[config.mk]
export PLATFORM = sky130hd
export DESIGN_NAME = feature_index_counter
export DESIGN_NICKNAME = d
export VERILOG_FILES = /design/src/rtl/feature_index_counter.sv
export SDC_FILE = /design/constraint.sdc
export NUM_CORES = 1
export LEC_CHECK = 0
export CAP_MARGIN = 0
export CORE_MARGIN = 2
export CORE_UTILIZATION = 48
export DETAILED_ROUTE_END_ITERATION = 7
export DONT_BUFFER_PORTS = 1
export GPL_TIMING_DRIVEN = 0
export PLACE_DENSITY = 0.65
export SYNTH_ARGS = -nofsm -noshare
export SYNTH_HDL_FRONTEND = slang
export SYNTH_SLANG_ARGS = --single-unit
[constraint.sdc]
create_clock -name clk -period 1.4 [get_ports clk]
set_input_delay 0.35 -clock clk [delete_from_list [all_inputs] [get_ports clk]]
set_output_delay 0.35 -clock clk [all_outputs]
set_load 0.05 [all_outputs]
[src/rtl/feature_index_counter.sv]
// -----------------------------------------------------------------------------
// feature_index_counter
//
// Two-dimensional (row, col) index generator for the GCN feature-matrix
// datapath. A sweep visits every index of a FEATURE_ROWS x FEATURE_COLS matrix
// exactly once, in row-major (column is the inner axis) or column-major (row is
// the inner axis) order. The order is chosen by col_major when start is
// accepted.
//
// Ports:
//   clk        in   clock; all state updates on its rising edge
//   reset      in   synchronous active-high reset (highest priority)
//   start      in   begin a sweep; only acted on in IDLE
//   enable     in   consume the current index; only acted on in RUN
//   clear      in   synchronous abort to IDLE, no done pulse, mode kept
//   col_major  in   0 = column inner, 1 = row inner; latched on start
//   row_count  out  current row index
//   col_count  out  current column index
//   row_last   out  row_count == FEATURE_ROWS-1
//   col_last   out  col_count == FEATURE_COLS-1
//   tick       out  busy & enable: current index consumed this cycle
//   busy       out  sweep in progress (RUN)
//   done       out  one-cycle pulse after the final index is consumed
// -----------------------------------------------------------------------------
module feature_index_counter #(
  parameter int FEATURE_ROWS = 6,
  parameter int FEATURE_COLS = 96,
  parameter int ROW_WIDTH    = $clog2(FEATURE_ROWS),
  parameter int COL_WIDTH    = $clog2(FEATURE_COLS)
) (
  input  logic                 clk,
  input  logic                 reset,
  input  logic                 start,
  input  logic                 enable,
  input  logic                 clear,
  input  logic                 col_major,
  output logic [ROW_WIDTH-1:0] row_count,
  output logic [COL_WIDTH-1:0] col_count,
  output logic                 row_last,
  output logic                 col_last,
  output logic                 tick,
  output logic                 busy,
  output logic                 done
);

  typedef enum logic [1:0] {
    ST_IDLE = 2'd0,
    ST_RUN  = 2'd1,
    ST_DONE = 2'd2
  } state_t;

  localparam logic [ROW_WIDTH-1:0] ROW_MAX  = ROW_WIDTH'(FEATURE_ROWS - 1);
  localparam logic [COL_WIDTH-1:0] COL_MAX  = COL_WIDTH'(FEATURE_COLS - 1);
  localparam logic [ROW_WIDTH-1:0] ROW_ZERO = {ROW_WIDTH{1'b0}};
  localparam logic [COL_WIDTH-1:0] COL_ZERO = {COL_WIDTH{1'b0}};
  localparam logic [ROW_WIDTH-1:0] ROW_ONE  = ROW_WIDTH'(1);
  localparam logic [COL_WIDTH-1:0] COL_ONE  = COL_WIDTH'(1);

  state_t                 state_q, state_d;
  logic [ROW_WIDTH-1:0]   row_q, row_d;
  logic [COL_WIDTH-1:0]   col_q, col_d;
  logic                   mode_q, mode_d;   // latched col_major for the sweep
  logic                   row_last_s, col_last_s;

  assign row_last_s = (row_q == ROW_MAX);
  assign col_last_s = (col_q == COL_MAX);

  // Next-state logic: clear beats start/enable; reset is handled in the flop.
  always_comb begin
    state_d = state_q;
    row_d   = row_q;
    col_d   = col_q;
    mode_d  = mode_q;
    if (clear) begin
      state_d = ST_IDLE;
      row_d   = ROW_ZERO;
      col_d   = COL_ZERO;
    end else begin
      case (state_q)
        ST_IDLE: begin
          if (start) begin
            mode_d  = col_major;
            state_d = ST_RUN;
          end else begin
            state_d = ST_IDLE;
          end
        end
        ST_RUN: begin
          if (enable) begin
            if (!mode_q) begin
              // Row-major: column is the inner axis.
              if (!col_last_s) begin
                col_d = col_q + COL_ONE;
              end else if (!row_last_s) begin
                col_d = COL_ZERO;
                row_d = row_q + ROW_ONE;
              end else begin
                col_d   = COL_ZERO;
                row_d   = ROW_ZERO;
                state_d = ST_DONE;
              end
            end else begin
              // Column-major: row is the inner axis.
              if (!row_last_s) begin
                row_d = row_q + ROW_ONE;
              end else if (!col_last_s) begin
                row_d = ROW_ZERO;
                col_d = col_q + COL_ONE;
              end else begin
                col_d   = COL_ZERO;
                row_d   = ROW_ZERO;
                state_d = ST_DONE;
              end
            end
          end else begin
            state_d = ST_RUN;
          end
        end
        ST_DONE: begin
          state_d = ST_IDLE;
        end
        default: begin
          state_d = ST_IDLE;
          row_d   = ROW_ZERO;
          col_d   = COL_ZERO;
        end
      endcase
    end
  end

  // State and counter registers with synchronous reset.
  always_ff @(posedge clk) begin
    if (reset) begin
      state_q <= ST_IDLE;
      row_q   <= ROW_ZERO;
      col_q   <= COL_ZERO;
      mode_q  <= 1'b0;
    end else begin
      state_q <= state_d;
      row_q   <= row_d;
      col_q   <= col_d;
      mode_q  <= mode_d;
    end
  end

  // All outputs decode registered state; tick is qualified by the live enable.
  assign row_count = row_q;
  assign col_count = col_q;
  assign row_last  = row_last_s;
  assign col_last  = col_last_s;
  assign busy      = (state_q == ST_RUN);
  assign done      = (state_q == ST_DONE);
  assign tick      = busy & enable;

endmodule

==> results.md <==
* Cells after Synth at 101
* Worst flop-to-flop path startpoint: col_count[0]$_SDFFE_PP0P_
* Number of antenna violations at the first check in global routing at 0
* Post-synthesis share of cell area spent on full adders, half adders and majority gates at 1.49%
* Pins over their slew limit at 0
* Synthesized area per cell at 8.30 um^2
* Xor/xnor cell area share of the yosys netlist at 0%
* Proportion of netlist area held by the largest area contributor at 31.0%
* Number of routed nets with antenna violations at 0
* Internal power at 0.501 mW
* Post-detailed-routing wire length at 2.42 mm
* CP arrival at 1.76 ns
* Period utilization at 151%
* Total number of vias at 846
* Critical path origin: col_count[0]$_SDFFE_PP0P_
* Gate power share at 11.3%
* Multi-input combinational cell area at 631 um^2
* Max_slew headroom at 46.7%
* Sequential cell area fraction in the yosys report at 31.0%
* Initial cell density of the core at 49.6%
* Filler cell count at 146
* Tightest Hold Check Type: in2reg
* Total clock sinks at 13
* Setup slack of the most critical reg-to-reg path at -0.58 ns
* Fraction of registers with async set or reset after synthesis at 0%
* CP Capture Type: output port
* Final TNS setup at -4.19 ns
* Area overhead of the layout relative to synthesis at 35.2%
* Final critical path time including I/O delays and setup at 2.11 ns
* Peak ir drop on the vdd network at 0.308 mV
* Weighted congestion at the end of routability-driven global placement at 0.821
* CTS Buf Count at 3
* Outcome: complete, but fails checks
* Library cell occupying the most area in the post-synthesis netlist: sky130_fd_sc_hd__dfxtp_1
* Failing checks: setup timing
* Top_reg_cell synth: sky130_fd_sc_hd__dfxtp_1
* Post-synthesis simple-gate area fraction at 37.5%
* Overflow left after global routing at 0
* DR iter-0 viols at 22
* Net count, final at 121
* Die Span X at 45.8 um
* Share of total power in the clock network at 34.9%
* Leakage power figure at 0.421 nW
* Area of the core at 0.00169 mm^2
* Post-synth EDFFs at 0
* Worst setup path end: col_last
* Maximum number of pins on one net before global-route repair at 11
* Final hold violation count at 0
* Crit path setup slack, layout at -0.710 ns
* Site row count at 15
* Data required, critical path at 1.05 ns
* Combinational family with the most area after synthesis: simple AND/OR/NAND/NOR gates
* Buffer depth of the longest clock path at 2
* Buffer type at the clock tree root: sky130_fd_sc_hd__clkbuf_4
* Synth cell types at 43
* Leading cell types by total area after synthesis: sky130_fd_sc_hd__dfxtp_1 31%, sky130_fd_sc_hd__nand2_1 4.5%, sky130_fd_sc_hd__a21oi_1 3.0%
* # DRC at 0
* Half-perimeter wire length after placement at 1.50 mm
* Worst Path Class, Setup: reg2out
* Worst slew pin tran at 0.799 ns
* Skew final at 0.00480 ns
* Total power divided by cell area at 610 mW/mm^2
* Timing-limited maximum frequency at 474 MHz
* First-pass GRT wire length at 3.91 mm
* Post-Syn Nets at 108
* Later-pin clock latency in the skew report at 0.28 ns
* Power consumption at 0.692 mW
* Proportion of total power due to net switching at 27.6%
* Reported net switching power at 0.191 mW
* Worst r2r dst: col_count[3]$_SDFFE_PP0P_
* Post-detailed-route via-to-cell ratio at 6.51
* Count of port buffers added during placement at 0
* Antenna diode count at 0
* Unrepaired setup endpoints after global routing: yes
* Die area at 0.00210 mm^2
* Synthesized-area fraction occupied by ao, oa, aoi and oai cells at 23.3%
* Count of max-cap constraint violations at 0
* Count of boundary I/O pins at 21
* Proportion of power drawn by flip-flops and latches at 53.7%
* Clock transition at the registers of the reported paths at 0.09 ns
* Share of synthesized area spent on multiplexers at 1.19%
* Per-cell routed wire length at 18.6 um
* Total of flip-flops plus latches after synthesis at 13
* Register area at 293 um^2
* Syn. warnings at 0
* Number of H-tree levels at 1
* Via count of the first global-routing pass at 814
* Fraction of final layout cells with drive strength greater than 1 at 44.2%
* CTS tree: yes
* Netlist Area Pre-Place at 838 um^2
* Die H at 45.8 um
* Final cell utilization of the core at 67.1%
* Setup violation total in the final timing report at 14
* Reg2Reg Depth at 5
* Pre-antenna DRT Iters at 4
* All-layer global routing usage at 26.7%
* Sort of element at the start of the critical path: flop
* Highest net fanout along the worst path at 6
-- how the worst min path moves through the flow --
stage,cells after the start,end,from,slack [ns]
2_1_floorplan,1,mode_q$_SDFFE_PP0P_,reset,0.42
6_report,1,mode_q$_SDFFE_PP0P_,reset,0.13
3_3_place_gp,1,mode_q$_SDFFE_PP0P_,reset,0.42
5_1_grt,1,mode_q$_SDFFE_PP0P_,reset,0.12
4_1_cts,1,mode_q$_SDFFE_PP0P_,reset,0.12
3_5_place_dp,1,mode_q$_SDFFE_PP0P_,reset,0.42
-- cell usage in the layout (no fill, tap or decap), types with 3 or more instances in the layout --
cell | synthesis | layout
sky130_fd_sc_hd__nand2_1 | 10 | 10
sky130_fd_sc_hd__buf_6 | 0 | 4
sky130_fd_sc_hd__nor2_1 | 5 | 5
sky130_fd_sc_hd__nand3_1 | 5 | 4
sky130_fd_sc_hd__dfxtp_4 | 0 | 7
sky130_fd_sc_hd__a21oi_1 | 5 | 4
sky130_fd_sc_hd__dfxtp_2 | 0 | 5
sky130_fd_sc_hd__nand3b_1 | 3 | 3
sky130_fd_sc_hd__buf_4 | 0 | 7
sky130_fd_sc_hd__nand2b_1 | 4 | 4
sky130_fd_sc_hd__clkbuf_4 | 0 | 3
-- registers in the layout, summed over array words and instances (netlist names) --
name	cells
col_count	7
mode_q	1
row_count	3
state_q	2
-- per-stage QoR --
stage               hold WS (ns)  setup WS, ns  std cells  instance area (um^2)
floorplan                  0.422        -0.428        101                   907
global placement           0.425        -0.603        118                   928
detailed placement         0.424        -0.598        118                   928
CTS                        0.121        -0.719        128                  1100
global route               0.115        -0.788        130                  1130
finish                     0.125        -0.710        130                  1130
-- kinds of logic (layout without fill, tap and decap cells) --
kind of cell | Yosys count | after routing
compound gates | 26 | 26
fa+ha+maj | 1 | 1
mux | 1 | 1
flops | 13 | 13
simple gates | 50 | 50
buf+inv | 10 | 22
-- final cells by class --
class	count	share of cell area [%]
multi-input cells	78	55.6
flip-flops and latches	13	25.8
repair buffers	10	7.62
plain buffers	4	3.97
inverters	4	2.76
clock buffers	4	2.32
well taps	17	1.88
-- synthesized netlist by cell type, types with 2 or more instances --
master	instances
sky130_fd_sc_hd__nand2b_1	4
sky130_fd_sc_hd__o211ai_1	2
sky130_fd_sc_hd__buf_2	3
sky130_fd_sc_hd__o31ai_1	2
sky130_fd_sc_hd__a31o_2	2
sky130_fd_sc_hd__nand3b_1	3
sky130_fd_sc_hd__a31oi_1	2
sky130_fd_sc_hd__nor2_1	5
sky130_fd_sc_hd__and3_1	2
sky130_fd_sc_hd__clkbuf_1	3
sky130_fd_sc_hd__nor2b_1	3
sky130_fd_sc_hd__a21oi_1	5
sky130_fd_sc_hd__nand2_1	10
sky130_fd_sc_hd__nor3_1	3
sky130_fd_sc_hd__nand4b_1	2
sky130_fd_sc_hd__o21ai_0	4
sky130_fd_sc_hd__nand3_1	5
sky130_fd_sc_hd__inv_1	3
sky130_fd_sc_hd__nor4b_1	2
sky130_fd_sc_hd__dfxtp_1	13
-- worst max-delay path, cell delays in order, from the launching register on --
cell and delay, ns:
sky130_fd_sc_hd__dfxtp_4 0.48, sky130_fd_sc_hd__ha_4 0.18, sky130_fd_sc_hd__nand4_4 0.12, sky130_fd_sc_hd__nor3b_4 0.70
-- metal layers --
metal  track usage (%)  routed length [um]  share of wire, %
met2              43.4                1210                50
met5                 0                   0                 0
met1              34.1                1030                43
met4              9.14                  38               1.6
met3              6.75                 137               5.7
-- what timing repair did --
item	in CTS	in global routing
hold endpoints to repair	0	0
gates resized for setup	25	8
setup buffers	7	3
hold buffers	0	0
pin swaps	8	9
cloned	0	0
endpoints found under the setup margin	17	17
-- power groups by stage --
stage / clock network, mW / registers, mW / logic, mW
after floorplan: 0 / 0.377 / 0.0530
after global placement: 0 / 0.378 / 0.0652
after detailed placement: 0 / 0.378 / 0.0661
after CTS: 0.250 / 0.375 / 0.0707
after global routing: 0.274 / 0.372 / 0.0846
final: 0.242 / 0.371 / 0.0785
Power figures use the tool's default switching activity.
